`src/rtl/scan_mux.sv`:
```
// Registered N-channel multiplexer with a manual select and an auto-scanning
// sequencer; drives a valid strobe and an end-of-frame pulse alongside the data.
module scan_mux #(
    parameter int WIDTH    = 1,
    parameter int CHANNELS = 8,
    parameter int HOLD     = 1,
    localparam int SEL_W   = $clog2(CHANNELS)
) (
    input  logic                      clk,
    input  logic                      rst,
    input  logic [CHANNELS*WIDTH-1:0] i,
    input  logic [SEL_W-1:0]          s,
    input  logic                      mode,
    input  logic                      en,
    output logic [WIDTH-1:0]          o,
    output logic                      o_valid,
    output logic [SEL_W-1:0]          cur_sel,
    output logic                      frame_done
);

    localparam int NSLOT = 1 << SEL_W;
    localparam int HC_W  = $clog2(HOLD + 1);

    localparam logic [SEL_W-1:0] LAST_SEL = SEL_W'(CHANNELS - 1);
    localparam logic [SEL_W:0]   CH_CNT   = (SEL_W + 1)'(CHANNELS);
    localparam logic [HC_W-1:0]  HOLD_L   = HC_W'(HOLD);

    typedef enum logic [0:0] {IDLE, SCAN} state_t;

    state_t            state_reg, state_next;
    logic [SEL_W-1:0]  ptr_reg, ptr_next;
    logic [HC_W-1:0]   hold_reg, hold_next;
    logic [WIDTH-1:0]  o_reg, o_next;
    logic [SEL_W-1:0]  sel_reg, sel_next;
    logic              valid_reg, valid_next;
    logic              fd_reg, fd_next;

    // Channel table padded to a power of two so any select value indexes safely.
    logic [WIDTH-1:0] chan [NSLOT];

    generate
        for (genvar gi = 0; gi < NSLOT; gi++) begin : g_chan
            if (gi < CHANNELS) begin : g_live
                assign chan[gi] = i[gi*WIDTH +: WIDTH];
            end else begin : g_pad
                assign chan[gi] = '0;
            end
        end
    endgenerate

    logic             s_in_range;
    logic [SEL_W-1:0] ptr_adv;

    assign s_in_range = ({1'b0, s} < CH_CNT);
    assign ptr_adv    = (ptr_reg == LAST_SEL) ? '0 : ptr_reg + SEL_W'(1);

    always_comb begin
        state_next = state_reg;
        ptr_next   = ptr_reg;
        hold_next  = hold_reg;
        o_next     = o_reg;
        sel_next   = sel_reg;
        valid_next = 1'b0;
        fd_next    = 1'b0;

        if (!mode) begin
            state_next = IDLE;
            ptr_next   = '0;
            hold_next  = '0;
            if (en) begin
                sel_next   = s;
                o_next     = s_in_range ? chan[s] : '0;
                valid_next = s_in_range;
            end
        end else begin
            case (state_reg)
                IDLE: begin
                    if (en) begin
                        state_next = SCAN;
                        ptr_next   = '0;
                        hold_next  = HC_W'(1);
                        o_next     = chan[0];
                        sel_next   = '0;
                        valid_next = 1'b1;
                    end
                end
                SCAN: begin
                    if (!en) begin
                        // Dropping enable discards the scan position.
                        state_next = IDLE;
                        ptr_next   = '0;
                        hold_next  = '0;
                    end else if (hold_reg < HOLD_L) begin
                        hold_next  = hold_reg + HC_W'(1);
                        o_next     = chan[ptr_reg];
                        sel_next   = ptr_reg;
                        valid_next = 1'b1;
                    end else begin
                        ptr_next   = ptr_adv;
                        hold_next  = HC_W'(1);
                        o_next     = chan[ptr_adv];
                        sel_next   = ptr_adv;
                        valid_next = 1'b1;
                        fd_next    = (ptr_reg == LAST_SEL);
                    end
                end
                default: state_next = IDLE;
            endcase
        end
    end

    always_ff @(posedge clk) begin
        if (rst) begin
            state_reg <= IDLE;
            ptr_reg   <= '0;
            hold_reg  <= '0;
            o_reg     <= '0;
            sel_reg   <= '0;
            valid_reg <= 1'b0;
            fd_reg    <= 1'b0;
        end else begin
            state_reg <= state_next;
            ptr_reg   <= ptr_next;
            hold_reg  <= hold_next;
            o_reg     <= o_next;
            sel_reg   <= sel_next;
            valid_reg <= valid_next;
            fd_reg    <= fd_next;
        end
    end

    assign o          = o_reg;
    assign o_valid    = valid_reg;
    assign cur_sel    = sel_reg;
    assign frame_done = fd_reg;

endmodule
```
`config.mk`:
```
export PLATFORM = sky130hd
export DESIGN_NAME = scan_mux
export DESIGN_NICKNAME = d
export VERILOG_FILES = /design/src/rtl/scan_mux.sv
export SDC_FILE = /design/constraint.sdc
export NUM_CORES = 1
export LEC_CHECK = 0
export BUFFER_PORTS_ARGS = -buffer_cell sky130_fd_sc_hd__buf_2
export CAP_MARGIN = 30
export CORE_ASPECT_RATIO = 0.8
export CORE_MARGIN = 4
export CORE_UTILIZATION = 45
export DETAILED_ROUTE_END_ITERATION = 8
export GPL_TIMING_DRIVEN = 1
export PLACE_DENSITY = 0.71
export SETUP_SLACK_MARGIN = 0.15
export SLEW_MARGIN = 20
export SYNTH_ARGS = -nofsm -noshare
export SYNTH_HDL_FRONTEND = slang
export SYNTH_SLANG_ARGS = --single-unit
```
`constraint.sdc`:
```
create_clock -name clk -period 2.65 [get_ports clk]
set_input_delay 0.1325 -clock clk [delete_from_list [all_inputs] [get_ports clk]]
set_output_delay 0.1325 -clock clk [all_outputs]
set_load 0.02 [all_outputs]
```
* After elaboration in Yosys (flattened, before gate mapping)
Cells that the tools add are included.
W data, S select, Z words.
** Word-level totals
- Memory bits (writable) :: 0
- Word-level logic and storage cells :: 55
- Memories :: 0
- Bits in read-only memories :: 0
- Bits in registers :: 11
- Latch bits :: 0
- Output and inout port bits :: 6
** Operators by class
- Div/mod/pow operators :: 0
- Bitwise operators :: 6
- $mul :: 0
- Add/subtract/negate cells :: 2
- Mux-type cells :: 29
- Equality and inequality tests :: 3
- Order comparisons :: 4
- Shift operators :: 0
- Reductions and logical operators :: 4
** Operators with widths (number)
- $mux W3 :: 7
- $mux W1 :: 15
- $ge A4 B4 Y1 const B :: 3
- $not A3 Y4 :: 3
- $pmux W3 S2 :: 2
- $bmux W1 S3 :: 3
- $reduce_or A5 Y1 :: 1
- $ne A2 B2 Y1 const B :: 2
- $pmux W1 S2 :: 2
- $add A3 B1 Y3 const B :: 1
- $eq A3 B3 Y1 const B :: 1
- $not A1 Y1 :: 3
- $reduce_and A3 Y1 :: 1
- $reduce_bool A2 Y1 :: 1
- $reduce_or A2 Y1 :: 1
- $add A1 B1 Y1 const B :: 1
- $lt A1 B1 Y1 const B :: 1

* Longest topological paths before layout
- Depth after elaboration :: 10
- Gate-level depth with buffers :: 7
- Depth with buffers taken out :: 7

* Least setup slack after synthesis
Ideal clock, no wire load.
- Path type :: flip-flop to flip-flop
- Start point :: register ptr_reg[1]
- End point :: register o_reg (netlist: o)
- Library setup time :: 124 ps
- Required time :: 2526 ps
- Data arrival time :: 1744 ps
- Path buffers :: 0
- Cell stages (with the launch flop) :: 8
- Clock period less this slack :: 1868 ps
- Slack :: 782 ps
- Cells stage by stage :: dfxtp_1 > ha_1 > ha_1 > nor2_2 > mux4_2 > nand2b_1 > a31oi_1 > o31ai_2
** Between the ends
- Cells in the longest elaborated chain, start to end :: 10
- Elaborated cells between the ends (all ways) :: 15
- Classes of those cells :: add/sub: 1; eq/ne: 1; mux: 11; bitwise: 2
** RTL lines
- start, declared :: RTL line 31 : logic [SEL_W-1:0] ptr_reg, ptr_next;
- start signal, assigned :: RTL line 123 : ptr_reg <= ptr_next;
- $add A3 B1 Y3 or $eq A3 B3 Y1 (tied branches) :: RTL line 55 : assign ptr_adv = (ptr_reg == LAST_SEL) ? '0 : ptr_reg + SEL_W'(1);
- $mux W3 :: RTL line 55
- $not A3 Y4 (not written as such) :: RTL line 101 : o_next = chan[ptr_adv];
- $bmux W1 S3 :: RTL line 101
- $mux W1 (not written as such) (2 in a row) :: RTL line 101
- $mux W1 (*) :: RTL line 93 : end else if (hold_reg < HOLD_L) begin
- $mux W1 (*) :: RTL line 88 : if (!en) begin
- $pmux W1 S2 (*) :: RTL line 76 : case (state_reg)
- $mux W1 (*) :: RTL line 66 : if (!mode) begin
- end signal, assigned :: RTL line 125 : o_reg <= o_next;
- end, declared :: RTL line 33 : logic [WIDTH-1:0] o_reg, o_next;
Every way passes the cells marked *; elsewhere a longest branch is shown, timed or not. The select of a mux whose other input is x is not followed.
A chain may end at the register's enable or synchronous reset.

* Worst setup path after layout
- Start point :: register ptr_reg[0]
- End point :: register o_reg (netlist: o)
Same word-level chain as after synthesis.

==> flow_summary.ini <==
[global_routing]
grt_first_pass_wirelength_um = 2680
overflow = 0
track_usage = 0.158
antenna_found_initial = 0
grt_pass1_vias = 574
grt_max_degree = 19

[synthesis]
synth-edff-count = 0
synth_top_cell_by_area = dfxtp_1
synth.area.mux_share = 0.234
syn-num-nets = 97
ys_ff_latch = 11
ys_types = 30
ys.flop_type = dfxtp_1
postSynthAreaPerCell_um2 = 9.17
synthesis.area_um2 = 733
synth-compound-area-share = 0.159
synth_xor_area_frac = 0.0119
synth-seq-area-share = 0.300
ys_top_cells_by_area = dfxtp_1 30%, mux4_2 12%, mux2i_1 9.6%
syn_inst = 80
synth_top_family_by_area = multiplexers
async_flop_share = 0
ys_warn_count = 0
synthAdderAreaFrac = 0.0341
synthSimpleGateAreaFrac = 0.208
synth_top_area_frac = 0.300

[clock_tree]
cts_resized = 0
clk_pin_slew_ns = 0.07
numCtsBuffers = 3
postCtsHoldBufs = 0
clkLatencyLatePin_ns = 0.27
cts_tree = built
cts.path.max_buffers = 2
post_cts_buffers = 0
htree_levels = 1
cts_root_buffer = clkbuf_4
cts.sinks = 11

[power]
p_clk_frac = 0.314
power_frac_seq = 0.502
p_per_area_mw_per_mm2 = 417
ir_drop_uv = 273
p_sw_frac = 0.267
net-switching-power_uw = 95.1
p_total_uw = 356
leakagePower_uw = 0.000361
p_comb_frac = 0.184
internal_power_uw = 261

[worst_setup_path]
critPathLaunch = ptr_reg[0]
cp.required_ns = 2.81
cpPeakStageDelay_ns = 0.50
cp.arrival_ns = 2.24
slowest_stage = mux4_2
critical_path.startpoint_type = register
crit_top_cell = ha_1
r2r_start = ptr_reg[0]
critical_path.cell_chain = ha_1 -> ha_1 -> nor2_2 -> mux4_2 -> nand2b_1 -> a31oi_1 -> o31ai_2
crit_type = register to register
reg2reg_slack_ns = 0.57
cp_max_fo = 9
critPathCaptureType = register

[detailed_routing]
wirelength_um = 1700
via_per_inst = 5.48
vias = 652
post_drt_wl_per_cell_um = 14.3
drc = 0
drt_iter0_drc = 17
ant_nets = 0
first_pass_iters = 4

[die]
start_util = 0.503
ios = 21
chipHeight_um = 44.1
coreArea_mm2 = 0.00146
die_w_um = 53.1
row_count = 12
dieArea_mm2 = 0.00234

[final_layout]
final_cells = 119
insertedDiodeCount = 0
drive_gt1_frac = 0.316
finalNetCount = 116
syn2layout_area_growth_pct = 16.6

[status]
status = finished, final reports clean

[placed_design]
io_buffers = 20
dpl.hpwl_um = 1300
dp_cells = 115
dp_slack_ns = 0.571
gp_congestion = 0.808

[timing]
setup_ws_ns = 0.568
finalSetupTns_ns = 0
rsz0062_at_grt = no
finalCritPeriodShare = 0.786
max_slew_margin = 0.731
worst_pin_slew_ns = 0.393
finalCriticalPeriod_ns = 2.08
holdWs_ns = 0.125
slew_viol_final = 0
finalHoldViolations = 0
fmax_ghz = 0.480
setup_violations = 0
clock-skew-final_ns = 0.00468

[hold_path]
min_from = rst
hold_class = input pin to register

[run]
maxCapViolCount = 0
cell families after synthesis:
logic type / count (synthesis)
XOR/XNOR: 1
flip-flops: 11
multiplexers: 12
adder cells (fa/ha/maj): 2
buffers and inverters: 8
AND/OR/NAND/NOR: 30
AO/OA/AOI/OAI: 16
power by group through the flow:
stage	Clock (uW)	Sequential (uW)	Combinational (uW)
6_report	112	179	65.6
5_1_grt	130	179	71.4
4_1_cts	117	178	65.7
3_5_place_dp	0	182	65.2
3_3_place_gp	0	182	64.9
2_1_floorplan	0	185	36.7
area by class of cell:
cell class              instances  area, um^2
fillers                       150         602
repair buffers                 20         100
clock buffers                   4        26.3
flip-flops and latches         11         220
well taps                      21        26.3
multi-input cells              61         474
inverters                       2        7.51
layout by cell type (no fill, tap or decap), types with 2 or more instances in the layout:
master and instances:
a21oi_1 5, ha_1 2, dfxtp_1 11, nand3_1 2
nor2_1 14, a211oi_1 2, nand2b_1 3, mux2i_1 7
nor3b_1 3, inv_1 2, mux4_2 4, nor2b_1 2
buf_2 20, o21ai_0 2, a31oi_1 2, clkbuf_4 3
Yosys cell counts, types with 2 or more instances:
| library cell | n |
|---|---|
| a211oi_1 | 2 |
| a21oi_1 | 5 |
| a31oi_1 | 2 |
| clkbuf_1 | 4 |
| dfxtp_1 | 11 |
| ha_1 | 2 |
| inv_1 | 2 |
| mux2i_1 | 7 |
| mux4_2 | 4 |
| nand2b_1 | 3 |
| nand3_1 | 2 |
| nor2_1 | 14 |
| nor2b_1 | 2 |
| nor3b_1 | 3 |
| o21ai_0 | 2 |
path summary, 6_finish.rpt:
kind	to	depth (start not counted)
max	o	7
min	o_valid	2
max reg2reg	o	7
min reg2reg	cur_sel[1]	2
per-stage QoR:
stage | util | area [um^2]
4_1_cts | 0.587 | 855
2_1_floorplan | - | 733
3_5_place_dp | 0.569 | 828
3_3_place_gp | 0.569 | 828
6_report | 0.587 | 855
5_1_grt | 0.587 | 855
per-layer routing:
layer,vias to the layer above,wire (um),GRT usage
met5,-,0,0
met4,0,0,0.0153
met3,0,188,0.0707
met2,34,760,0.233
met1,289,747,0.221
li1,329,-,-
worst max-delay path, delay by kind of cell (launching register included):
kind	cells	cell delay [ns]
AOI/OAI and AO/OA	2	0.27
DFF	1	0.42
muxes	1	0.50
and+or+nand+nor	2	0.32
adders and majority gates	2	0.47
Power figures use the tool's default switching activity.
